===== config.mk =====
export PLATFORM = sky130hd
export DESIGN_NAME = control_sequencer
export DESIGN_NICKNAME = d
export VERILOG_FILES = /design/src/rtl/control_sequencer.sv
export SDC_FILE = /design/constraint.sdc
export NUM_CORES = 1
export LEC_CHECK = 0
export CAP_MARGIN = 10
export CORE_MARGIN = 4
export CORE_UTILIZATION = 44
export CTS_CLUSTER_DIAMETER = 150
export DETAILED_ROUTE_END_ITERATION = 8
export HOLD_SLACK_MARGIN = 0.02
export PLACE_DENSITY = 0.84
export REMOVE_ABC_BUFFERS = 1
export SYNTH_ARGS = -nofsm -noshare
export SYNTH_HDL_FRONTEND = slang
export SYNTH_SLANG_ARGS = --single-unit

===== constraint.sdc =====
create_clock -name clk -period 3.8 [get_ports clk]
set_clock_uncertainty 0.2 [all_clocks]
set_input_delay 0.38 -clock clk [delete_from_list [all_inputs] [get_ports clk]]
set_output_delay 0.38 -clock clk [all_outputs]
set_load 0.005 [all_outputs]

===== src/rtl/control_sequencer.sv =====
// Microcode sequencer for an 8-bit bus CPU: steps T0..T4 and decodes control lines.
// Latency: control lines are combinational from step/opcode/flags; step advances every clk.
// Backpressure: none; only clr leaves the halted state.
module control_sequencer #(
  parameter bit SHORT_CYCLE = 1'b1
) (
  input  logic       clk,
  input  logic       clr,
  input  logic [3:0] opcode,
  input  logic       carry,
  input  logic       zero,
  output logic [2:0] step,
  output logic       hlt,
  output logic       mi,
  output logic       ri,
  output logic       ro,
  output logic       io,
  output logic       ii,
  output logic       ai,
  output logic       ao,
  output logic       eo,
  output logic       su,
  output logic       bi,
  output logic       oi,
  output logic       ce,
  output logic       co,
  output logic       jmp,
  output logic       fi
);

  typedef enum logic [2:0] {
    T0 = 3'd0,
    T1 = 3'd1,
    T2 = 3'd2,
    T3 = 3'd3,
    T4 = 3'd4
  } step_t;

  typedef struct packed {
    logic hlt;
    logic mi;
    logic ri;
    logic ro;
    logic io;
    logic ii;
    logic ai;
    logic ao;
    logic eo;
    logic su;
    logic bi;
    logic oi;
    logic ce;
    logic co;
    logic jmp;
    logic fi;
  } ctrl_t;

  localparam logic [3:0] OP_LDA = 4'b0001;
  localparam logic [3:0] OP_ADD = 4'b0010;
  localparam logic [3:0] OP_SUB = 4'b0011;
  localparam logic [3:0] OP_STA = 4'b0100;
  localparam logic [3:0] OP_LDI = 4'b0101;
  localparam logic [3:0] OP_JMP = 4'b0110;
  localparam logic [3:0] OP_JC  = 4'b0111;
  localparam logic [3:0] OP_JZ  = 4'b1000;
  localparam logic [3:0] OP_OUT = 4'b1110;
  localparam logic [3:0] OP_HLT = 4'b1111;

  step_t state;
  logic  halted;
  ctrl_t cw;

  // Decode the control word for the current step; flags are used live, never stored.
  always_comb begin
    cw = '0;
    if (halted) begin
      cw.hlt = 1'b1;
    end else begin
      case (state)
        T0: begin
          cw.co = 1'b1;
          cw.mi = 1'b1;
        end
        T1: begin
          cw.ro = 1'b1;
          cw.ii = 1'b1;
          cw.ce = 1'b1;
        end
        T2: begin
          case (opcode)
            OP_LDA, OP_ADD, OP_SUB, OP_STA: begin
              cw.io = 1'b1;
              cw.mi = 1'b1;
            end
            OP_LDI: begin
              cw.io = 1'b1;
              cw.ai = 1'b1;
            end
            OP_JMP: begin
              cw.io  = 1'b1;
              cw.jmp = 1'b1;
            end
            OP_JC: begin
              cw.io  = carry;
              cw.jmp = carry;
            end
            OP_JZ: begin
              cw.io  = zero;
              cw.jmp = zero;
            end
            OP_OUT: begin
              cw.ao = 1'b1;
              cw.oi = 1'b1;
            end
            OP_HLT: cw.hlt = 1'b1;
            default: cw = '0;
          endcase
        end
        T3: begin
          case (opcode)
            OP_LDA: begin
              cw.ro = 1'b1;
              cw.ai = 1'b1;
            end
            OP_ADD, OP_SUB: begin
              cw.ro = 1'b1;
              cw.bi = 1'b1;
            end
            OP_STA: begin
              cw.ao = 1'b1;
              cw.ri = 1'b1;
            end
            default: cw = '0;
          endcase
        end
        T4: begin
          case (opcode)
            OP_ADD: begin
              cw.eo = 1'b1;
              cw.ai = 1'b1;
              cw.fi = 1'b1;
            end
            OP_SUB: begin
              cw.eo = 1'b1;
              cw.ai = 1'b1;
              cw.su = 1'b1;
              cw.fi = 1'b1;
            end
            default: cw = '0;
          endcase
        end
        default: cw = '0;
      endcase
    end
  end

  // Step counter and halt latch; an empty execute step ends the instruction early when enabled.
  always_ff @(posedge clk or posedge clr) begin
    if (clr) begin
      state  <= T0;
      halted <= 1'b0;
    end else if (!halted) begin
      if (state == T2 && opcode == OP_HLT) begin
        halted <= 1'b1;
      end else if (SHORT_CYCLE && state >= T2 && cw == '0) begin
        state <= T0;
      end else if (state == T4) begin
        state <= T0;
      end else begin
        state <= step_t'(state + 3'd1);
      end
    end
  end

  assign step = state;
  assign {hlt, mi, ri, ro, io, ii, ai, ao, eo, su, bi, oi, ce, co, jmp, fi} = cw;

endmodule


==> results.md <==
- DRT Wirelength: 1640 µm
- Sequential share of power: 37.7%
- Post-cts resize count: 0
- RSZ-0062 raised after global routing: false
- Syn Inst Count: 81
- Final Net Count: 120
- Leak pwr: 0.339 nW
- FF-to-FF path depth: 7
- Starting Density: 46.8%
- Clock Power Share: 43.7%
- Hold Buf Count CTS: 0
- CTS Root Cell: clkbuf_4
- GR Util met1: 19.2%
- Crit path from: opcode[2]
- Setup-failing EPs final: 0
- First-pass GRT wire length: 2690 µm
- Peak Freq: 339 MHz
- Hold Path Class: primary input to asynchronous set/reset pin
- Pre-CTS setup slack: 0.853 ns
- Initial antenna violation count: 0
- GR Overflow Total: 0
- Area occupied by multi-input gates: 448 µm²
- Drt initial violations: 21
- Synthesis-stage register bit count: 4
- Sink Count: 4
- DRC Markers: 0
- Net Sw Power: 0.0000254 W
- Final non-filler cell total: 120
- Worst-Margin Slew: 0.534 ns
- Antenna cells: 0
- Pin count of the biggest net entering global routing: 13
- Core Footprint: 1300 µm²
- Layout area overhead: 42.5%
- Outcome: finished, final reports clean
- Final Max Tran Viols: 0
- Die W: 45.2 µm
- Met2 global-route usage: 31.1%
- Fin util: 66.7%
- Switching share of power: 22.3%
- Detailed-placement wirelength estimate: 1340 µm
- GPL Wtd Cong: 0.844
- DRT antenna net count: 0
- Post-Syn Area per Cell: 7.52 µm²
- Reg-to-Reg Start: step[2]
- Final min period: 2.95 ns
- Cell variety after synth: 35
- Row cnt: 13
- Crit path launch type: primary input
- TritonCTS buffer count: 3
- Fill cells: 118
- Setup Buffers After CTS: 0
- Via density per instance: 5.71
- Sequential fraction of the synthesis area: 16.4%
- Routed length per instance: 13.7 µm
- Gr usage total: 18.0%
- CP arrival: 2.37 ns
- Number of global-route vias before repair: 663
- Leading cell type in the layout, fill and taps excluded: clkdlybuf4s50_1
- Setup_tns: 0 ns
- Share of layout cells above drive strength 1: 7.62%
- Synth Cell Area: 609 µm²
- Pwr dens: 131 nW/µm²
- Die ar.: 2040 µm²
- Combinational power share: 18.6%
- I/O pin cnt: 27
- Pre-Repair DR Iteration Count: 4
- Critical path required time: 3.22 ns
- Most frequent cells in the layout: clkdlybuf4s50_1 (26), a21oi_1 (9), nor2_1 (8)
- FF+latch area: 100 µm²
- # placed instances: 117
- Final-report hold violation count: 0
- Clk buf depth: 2
- Busiest grt layer: met2
- H-tree Lvls: 1
- Via count: 685
- Internal power: 0.0000883 W
- Critical path class: primary input to primary output
- Final period util: 77.7%
- Max Cap Viol: 0
- CP max FO: 12
- Die Ht: 45.2 µm
- PortBufs: 26
- Final worst setup slack: 0.848 ns
- Worst-path clk slew: 0.03 ns
- Max_slew headroom: 64.0%
- CTS tree: yes
- Met3 Track Usage GR: 5.98%
- IR drop worst, VDD: 0.220 mV
- Clk_lat worst skew: 0.23 ns
- Ys Warns: 0
- CP endpoint kind: primary output
sequential cells by signal, indices dropped and copies added, names as in the netlist:
signal / flops
step: 3
halted: 1
synth_stat cells:
cell | count | share of area (%)
mux2i_1 | 1 | 1.6
nand2b_1 | 3 | 3.1
nand3b_1 | 1 | 1.2
and2_1 | 1 | 1.0
o21ai_0 | 2 | 1.6
buf_2 | 1 | 0.82
or3b_4 | 1 | 1.8
nor4_1 | 2 | 2.1
nor4b_1 | 1 | 1.4
nand2_1 | 7 | 4.3
o211ai_1 | 1 | 1.2
a21o_1 | 1 | 1.2
nor3_1 | 3 | 2.5
buf_4 | 2 | 2.5
ha_1 | 5 | 10
o21ai_1 | 1 | 0.82
nor2b_1 | 3 | 3.1
o21a_1 | 1 | 1.2
nand4b_1 | 2 | 2.9
nor2_4 | 1 | 1.8
nor2_1 | 8 | 4.9
o21ai_2 | 1 | 1.4
a31o_2 | 1 | 1.4
a21oi_1 | 9 | 7.4
a311o_1 | 1 | 1.6
or3_1 | 3 | 3.1
buf_6 | 2 | 3.7
nor4_2 | 1 | 2.1
dfrtp_1 | 4 | 16
and3_1 | 2 | 2.1
inv_1 | 5 | 3.1
a2111o_1 | 1 | 1.8
xnor2_1 | 1 | 1.4
nor3b_1 | 1 | 1.2
o311a_1 | 1 | 1.6
kinds of logic (layout without fill, tap and decap cells):
logic type	Yosys count	after routing	share of synthesized area, %
and+or+nand+nor	40	40	38.6
AOI/OAI and AO/OA	20	20	21.6
buffers and inverters	10	34	10.1
adders and majority gates	5	5	10.3
DFF	4	4	16.4
xor gates and xnor gates	1	1	1.44
muxes	1	1	1.64
worst max-delay path, cell delays in order:
cell and delay (ns):
clkdlybuf4s50_1 0.59, nand2b_1 0.28, nor4_1 0.42, and2_1 0.20, clkdlybuf4s50_1 0.49
stage by stage:
step	power, W	area [µm²]	hold slack (ns)
2_1_floorplan	0.0000508	567	-0.0539
3_3_place_gp	0.0000642	846	0.367
3_5_place_dp	0.0000641	846	0.366
4_1_cts	0.000115	868	0.149
5_1_grt	0.000121	868	0.148
6_report	0.000114	868	0.145
path summary, 6_finish.rpt:
path / slack (ns) / end
setup / recovery: 0.85 / su
hold / removal: 0.15 / step[0]
setup reg to reg: 1.33 / step[2]
hold reg to reg: 0.41 / step[1]
max in group asynchronous: 3.11 / step[2]
min in group clk: 0.41 / step[1]
routing by layer:
metal  routed length (µm)  part of all wire, %
met1                  650                   40
met4                   16                 0.98
met3                  176                   11
met5                    0                    0
met2                  794                   48
power groups by stage:
stage / combinational (W) / clock (W) / sequential [W]
after global routing: 0.0000231 / 0.0000554 / 0.0000428
final: 0.0000212 / 0.0000496 / 0.0000429
after floorplan: 0.00000743 / 0 / 0.0000434
after detailed placement: 0.0000208 / 0 / 0.0000434
after CTS: 0.0000210 / 0.0000514 / 0.0000429
after global placement: 0.0000208 / 0 / 0.0000434
final cells by class:
type | instances | share of cell area, %
repair buffers | 26 | 30.0
flip-flops and latches | 4 | 11.5
multi-input cells | 67 | 51.6
well taps | 15 | 2.16
clock buffers | 3 | 2.59
inverters | 5 | 2.16
(Power assumes the default switching activity.)
